[src/rtl/synth_pkg.sv]
// Shared definitions for the synth parameter-write path: target decode and buffer sizing.
package synth_pkg;

  typedef enum logic [3:0] {
    TargetOperator = 4'd0,
    TargetEnvelope = 4'd1,
    TargetGlobal   = 4'd2
  } target_e;

  // Target field position within the 16-bit command register number
  localparam int unsigned TargetMsb        = 15;
  localparam int unsigned TargetLsb        = 12;
  localparam int unsigned DefaultFifoDepth = 4;
  localparam int unsigned EntryWidth       = 32;

endpackage

[src/rtl/register_write_fifo.sv]
// Pending-write buffer: circular FIFO with synchronous active-low reset and no
// empty-bypass, so a freshly pushed entry is only visible from the next cycle.
module register_write_fifo #(
  parameter int unsigned Depth = 4,
  parameter int unsigned Width = 32
) (
  input  logic             clk_i,
  input  logic             rst_ni,
  input  logic             push_i,
  input  logic             pop_i,
  input  logic [Width-1:0] wdata_i,
  output logic             full_o,
  output logic             empty_o,
  output logic [Width-1:0] head_o
);

  localparam int unsigned PtrW = (Depth > 1) ? $clog2(Depth) : 1;
  localparam int unsigned CntW = $clog2(Depth + 1);

  logic [Width-1:0] mem_q [Depth];
  logic [Width-1:0] mem_d [Depth];
  logic [PtrW-1:0]  wr_ptr_q, wr_ptr_d, rd_ptr_q, rd_ptr_d;
  logic [CntW-1:0]  count_q, count_d;
  logic             do_push, do_pop;

  assign full_o  = (count_q == CntW'(Depth));
  assign empty_o = (count_q == '0);
  assign head_o  = mem_q[rd_ptr_q];

  // A full buffer still accepts a push when the head leaves in the same cycle
  assign do_pop  = pop_i & ~empty_o;
  assign do_push = push_i & (~full_o | do_pop);

  always_comb begin
    mem_d    = mem_q;
    wr_ptr_d = wr_ptr_q;
    rd_ptr_d = rd_ptr_q;
    count_d  = count_q;
    if (do_push) begin
      mem_d[wr_ptr_q] = wdata_i;
      wr_ptr_d        = wr_ptr_q + PtrW'(1);
    end
    if (do_pop) begin
      rd_ptr_d = rd_ptr_q + PtrW'(1);
    end
    case ({do_push, do_pop})
      2'b10:   count_d = count_q + CntW'(1);
      2'b01:   count_d = count_q - CntW'(1);
      default: count_d = count_q;
    endcase
  end

  always_ff @(posedge clk_i) begin
    if (!rst_ni) begin
      wr_ptr_q <= '0;
      rd_ptr_q <= '0;
      count_q  <= '0;
    end else begin
      wr_ptr_q <= wr_ptr_d;
      rd_ptr_q <= rd_ptr_d;
      count_q  <= count_d;
    end
  end

  always_ff @(posedge clk_i) begin
    mem_q <= mem_d;
  end

endmodule

[src/rtl/register_write_controller.sv]
// Turns SPI register-write commands into one-cycle parameter-memory write strobes,
// buffering them while the synth core owns the memories.
module register_write_controller
  import synth_pkg::*;
#(
  parameter int unsigned FIFO_DEPTH = DefaultFifoDepth,
  parameter int unsigned ADDR_WIDTH = 12
) (
  input  logic                  i_Clock,
  input  logic                  i_Reset,
  input  logic                  i_RegisterWriteEnable,
  input  logic [15:0]           i_RegisterWriteNumber,
  input  logic [15:0]           i_RegisterWriteValue,
  input  logic                  i_CoreBusy,
  output logic                  o_OperatorWriteEnable,
  output logic                  o_EnvelopeWriteEnable,
  output logic                  o_GlobalWriteEnable,
  output logic [ADDR_WIDTH-1:0] o_ParamWriteAddress,
  output logic [15:0]           o_ParamWriteValue,
  output logic                  o_InvalidWrite,
  output logic                  o_Overflow,
  output logic                  o_Pending
);

  logic                  prev_en_q, prev_en_d;
  logic                  op_we_q, op_we_d, env_we_q, env_we_d, glb_we_q, glb_we_d;
  logic                  inv_q, inv_d, ovf_q, ovf_d;
  logic [ADDR_WIDTH-1:0] addr_q, addr_d;
  logic [15:0]           value_q, value_d;

  logic                  cmd_edge, fifo_full, fifo_empty, pop;
  logic [EntryWidth-1:0] head;
  logic [15:0]           head_number, head_value;
  logic [3:0]            head_target;

  assign cmd_edge    = i_RegisterWriteEnable & ~prev_en_q;
  assign pop         = ~fifo_empty & ~i_CoreBusy;
  assign head_number = head[31:16];
  assign head_value  = head[15:0];
  assign head_target = head_number[TargetMsb:TargetLsb];

  register_write_fifo #(
    .Depth (FIFO_DEPTH),
    .Width (EntryWidth)
  ) u_fifo (
    .clk_i   (i_Clock),
    .rst_ni  (i_Reset),
    .push_i  (cmd_edge),
    .pop_i   (pop),
    .wdata_i ({i_RegisterWriteNumber, i_RegisterWriteValue}),
    .full_o  (fifo_full),
    .empty_o (fifo_empty),
    .head_o  (head)
  );

  always_comb begin
    prev_en_d = i_RegisterWriteEnable;
    op_we_d   = 1'b0;
    env_we_d  = 1'b0;
    glb_we_d  = 1'b0;
    inv_d     = 1'b0;
    addr_d    = addr_q;
    value_d   = value_q;
    ovf_d     = ovf_q | (cmd_edge & fifo_full & ~pop);
    if (pop) begin
      // Address/value only move with a real strobe; an invalid target leaves them alone
      case (head_target)
        TargetOperator: op_we_d  = 1'b1;
        TargetEnvelope: env_we_d = 1'b1;
        TargetGlobal:   glb_we_d = 1'b1;
        default:        inv_d    = 1'b1;
      endcase
      if (!inv_d) begin
        addr_d  = head_number[ADDR_WIDTH-1:0];
        value_d = head_value;
      end
    end
  end

  always_ff @(posedge i_Clock) begin
    if (!i_Reset) begin
      // Enable held high across reset release must not look like a fresh command
      prev_en_q <= 1'b1;
      op_we_q   <= 1'b0;
      env_we_q  <= 1'b0;
      glb_we_q  <= 1'b0;
      inv_q     <= 1'b0;
      ovf_q     <= 1'b0;
      addr_q    <= '0;
      value_q   <= '0;
    end else begin
      prev_en_q <= prev_en_d;
      op_we_q   <= op_we_d;
      env_we_q  <= env_we_d;
      glb_we_q  <= glb_we_d;
      inv_q     <= inv_d;
      ovf_q     <= ovf_d;
      addr_q    <= addr_d;
      value_q   <= value_d;
    end
  end

  assign o_OperatorWriteEnable = op_we_q;
  assign o_EnvelopeWriteEnable = env_we_q;
  assign o_GlobalWriteEnable   = glb_we_q;
  assign o_InvalidWrite        = inv_q;
  assign o_Overflow            = ovf_q;
  assign o_ParamWriteAddress   = addr_q;
  assign o_ParamWriteValue     = value_q;
  assign o_Pending             = ~fifo_empty;

endmodule

[config.mk]
export PLATFORM = sky130hd
export DESIGN_NAME = register_write_controller
export DESIGN_NICKNAME = d
export VERILOG_FILES = /design/src/rtl/synth_pkg.sv /design/src/rtl/register_write_fifo.sv /design/src/rtl/register_write_controller.sv
export SDC_FILE = /design/constraint.sdc
export NUM_CORES = 1
export LEC_CHECK = 0
export CAP_MARGIN = 5
export CORE_MARGIN = 5
export CORE_UTILIZATION = 30
export DETAILED_ROUTE_END_ITERATION = 8
export MAX_ROUTING_LAYER = met4
export SLEW_MARGIN = 30
export SYNTH_ARGS = -nofsm -noshare
export SYNTH_HDL_FRONTEND = slang
export SYNTH_SLANG_ARGS = --single-unit
[constraint.sdc]
create_clock -name i_Clock -period 6.3 [get_ports i_Clock]
set_input_delay 0.63 -clock i_Clock [delete_from_list [all_inputs] [get_ports i_Clock]]
set_output_delay 0.63 -clock i_Clock [all_outputs]
set_load 0.05 [all_outputs]
==> out/results.tsv <==
metric	value	unit
post-DP HPWL	7.34	mm
period utilization	0.417	
antenna cell count	0	
r2r setup slk	3900	ps
Row Count	53	
Power Internal	0.00206	W
clk buf depth	2	
Syn Area/Cell	17.7	sq um
Pleak	2.71	nW
crit path DAT	2000	ps
core box area	20900	sq um
Iter 0 DRT Violations	134	
measured slew at the worst slew-check pin	909	ps
Clock power frac	0.397	
number of global-route vias before repair	3386	
clk root buf	clkbuf_16	
Mapped Cells	357	
Tmin final	2630	ps
Synthesis Warnings	0	
outcome	completed	
Switching Share	0.231	
grt ovf	0	
post-synthesis sequential area ratio	0.737	
synthesized-area fraction occupied by adder cells	0.0131	
Initial Util	0.303	
Synth Area in Compound Gates	0.00574	
Final setup viols	0	
DR pass1 iterations	5	
CTS tree	built	
Layout Nets	472	
CP startpoint kind	flip-flop	
H-tree depth	4	
postcts setup bufs	0	
synthesized area	6320	sq um
worst skew pair latency	420	ps
crit path kind	flip-flop to output pin	
IO buf count	69	
Die Wd	155	um
DP Cell Count	686	
share of cells above drive strength 1	0.158	
CTS clk-pin slew, worst paths	60	ps
CP Capture Type	output pin	
Peak VDD IR	0.000145	V
CTS resizes	0	
Comb power frac	0.131	
wire per inst	16.3	um
Placer Congestion	0.674	
RSZ-0062 raised after global routing	false	
Flop pwr share	0.472	
initial antenna violation count	0	
clk sinks	169	
clk_skew	11.8	ps
Max-cap violations	0	
vias per inst	4.43	
Worst EP required	5670	ps
Area growth syn-to-layout	25.0	%
CTS Hold Buffers Added	0	
Final Max Slew Viols	0	
io pins	70	
sw power	0.000618	W
CP Max Fanout	5	
Hold/Removal Path Class	flip-flop to flip-flop	
Slew HR	0.394	
Yosys reg bits	169	
largest family of logic cells by synthesized area	multiplexers	
synth unique cells	27	
Setup TNS	0	ps
post-synthesis mux area share	0.156	
Final Hold Fails	0	
Die Area	24100	sq um
gr usage total	0.106	
commonest non-fill, non-tap cell in the layout	edfxtp_1	
Die H	155	um
total CTS buffers	17	
Synth Net Count	399	
residual DRC count	0	
Simple-Gate Fraction of Synth Area	0.0607	
fillcell total	1913	
first-pass GRT wire length	18.7	mm
post-route ant nets	0	
Power Dens Cells	339	nW/um^2
xor and xnor area share after synthesis	0.00692	
Routed WL	11.7	mm
final std cells w/o fill	718	
largest net degree at the start of global routing	68	
FMAX	380	MHz
via count	3178	
most frequent cells in the layout	edfxtp_1, clkdlybuf4s50_1, nand2_1, dfxtp_1, mux4_2	
==> per-layer routing <==
layer,part of all wire,global-route usage
met5,0,-
met4,0.014,0.0425
met3,0.048,0.0331
met2,0.51,0.170
met1,0.43,0.124
==> worst paths after layout <==
| path | startpoint | endpoint | cells after the start |
|---|---|---|---|
| max | u_fifo.count_q[2]$_SDFFE_PN0P_ | o_Pending | 3 |
| min | o_ParamWriteValue[13]$_SDFFE_PN0P_ | o_ParamWriteValue[13]$_SDFFE_PN0P_ | 2 |
| max reg2reg | u_fifo.rd_ptr_q[1]$_SDFFE_PN0P_ | o_ParamWriteAddress[3]$_SDFFE_PN0P_ | 3 |
| min reg2reg | o_ParamWriteValue[13]$_SDFFE_PN0P_ | o_ParamWriteValue[13]$_SDFFE_PN0P_ | 2 |
==> critical path: stages (launching register included) <==
cell and delay [ps]:
dfxtp_1 340, nor3_1 460, inv_1 80, clkdlybuf4s50_1 710
==> power by group through the flow <==
stage	Combinational (W)	Clock, W	Sequential [W]
finish	0.000350	0.00106	0.00126
global route	0.000380	0.00113	0.00127
CTS	0.000358	0.00109	0.00127
detailed placement	0.000356	0	0.00129
global placement	0.000349	0	0.00129
floorplan	0.000245	0	0.00130
==> through the flow <==
step                 util  hold WS [ps]  setup WS (ps)  area, sq um  power, W
detailed placement  0.349           452           3350         7280   0.00165
global route        0.378           485           3490         7900   0.00278
finish              0.378           459           3670         7900   0.00268
CTS                 0.378           466           3380         7900   0.00271
floorplan               -           483           3980         6320   0.00154
global placement    0.349           453           3400         7280   0.00164
==> state kept, by name (all words and copies together) (netlist names), 2 cells and up <==
register / flops
o_ParamWriteValue: 16
u_fifo.mem_q: 128
u_fifo.count_q: 3
u_fifo.wr_ptr_q: 2
u_fifo.rd_ptr_q: 2
o_ParamWriteAddress: 12
==> cells in the mapped netlist, drive strengths merged <==
cell type / number / share of area
buf: 8 / 0.010
xnor2: 2 / 0.0028
edfxtp: 128 / 0.61
a21boi: 1 / 0.0012
fa: 1 / 0.0032
dfxtp: 41 / 0.13
mux2i: 29 / 0.046
nor3b: 3 / 0.0036
o21a: 1 / 0.0012
ha: 5 / 0.0099
or3: 1 / 0.00099
nand3: 3 / 0.0024
nand2: 59 / 0.035
nand2b: 2 / 0.0020
nor3: 2 / 0.0016
and2: 9 / 0.0089
nor2b: 1 / 0.00099
nor2: 7 / 0.0053
mux4: 31 / 0.11
clkbuf: 9 / 0.0053
a21oi: 1 / 0.00079
o21ai: 2 / 0.0016
inv: 7 / 0.0042
xor2: 3 / 0.0042
a31oi: 1 / 0.00099
==> final cells by class <==
type	instances	area, sq um	area share
clock buffers	20	437	0.0552
inverters	7	26.3	0.00332
repair buffers	71	701	0.0886
multi-input cells	164	1550	0.196
well taps	275	344	0.0435
clock inverters	12	176	0.0223
flip-flops and latches	169	4670	0.590
==> logic make-up after synthesis <==
group / count (synthesis)
buffers and inverters: 24
AND/OR/NAND/NOR: 87
AO/OA/AOI/OAI: 6
flip-flops: 169
adder cells (fa/ha/maj): 6
XOR/XNOR: 5
multiplexers: 60
No activity file was read; power rests on OpenSTA's default activity.
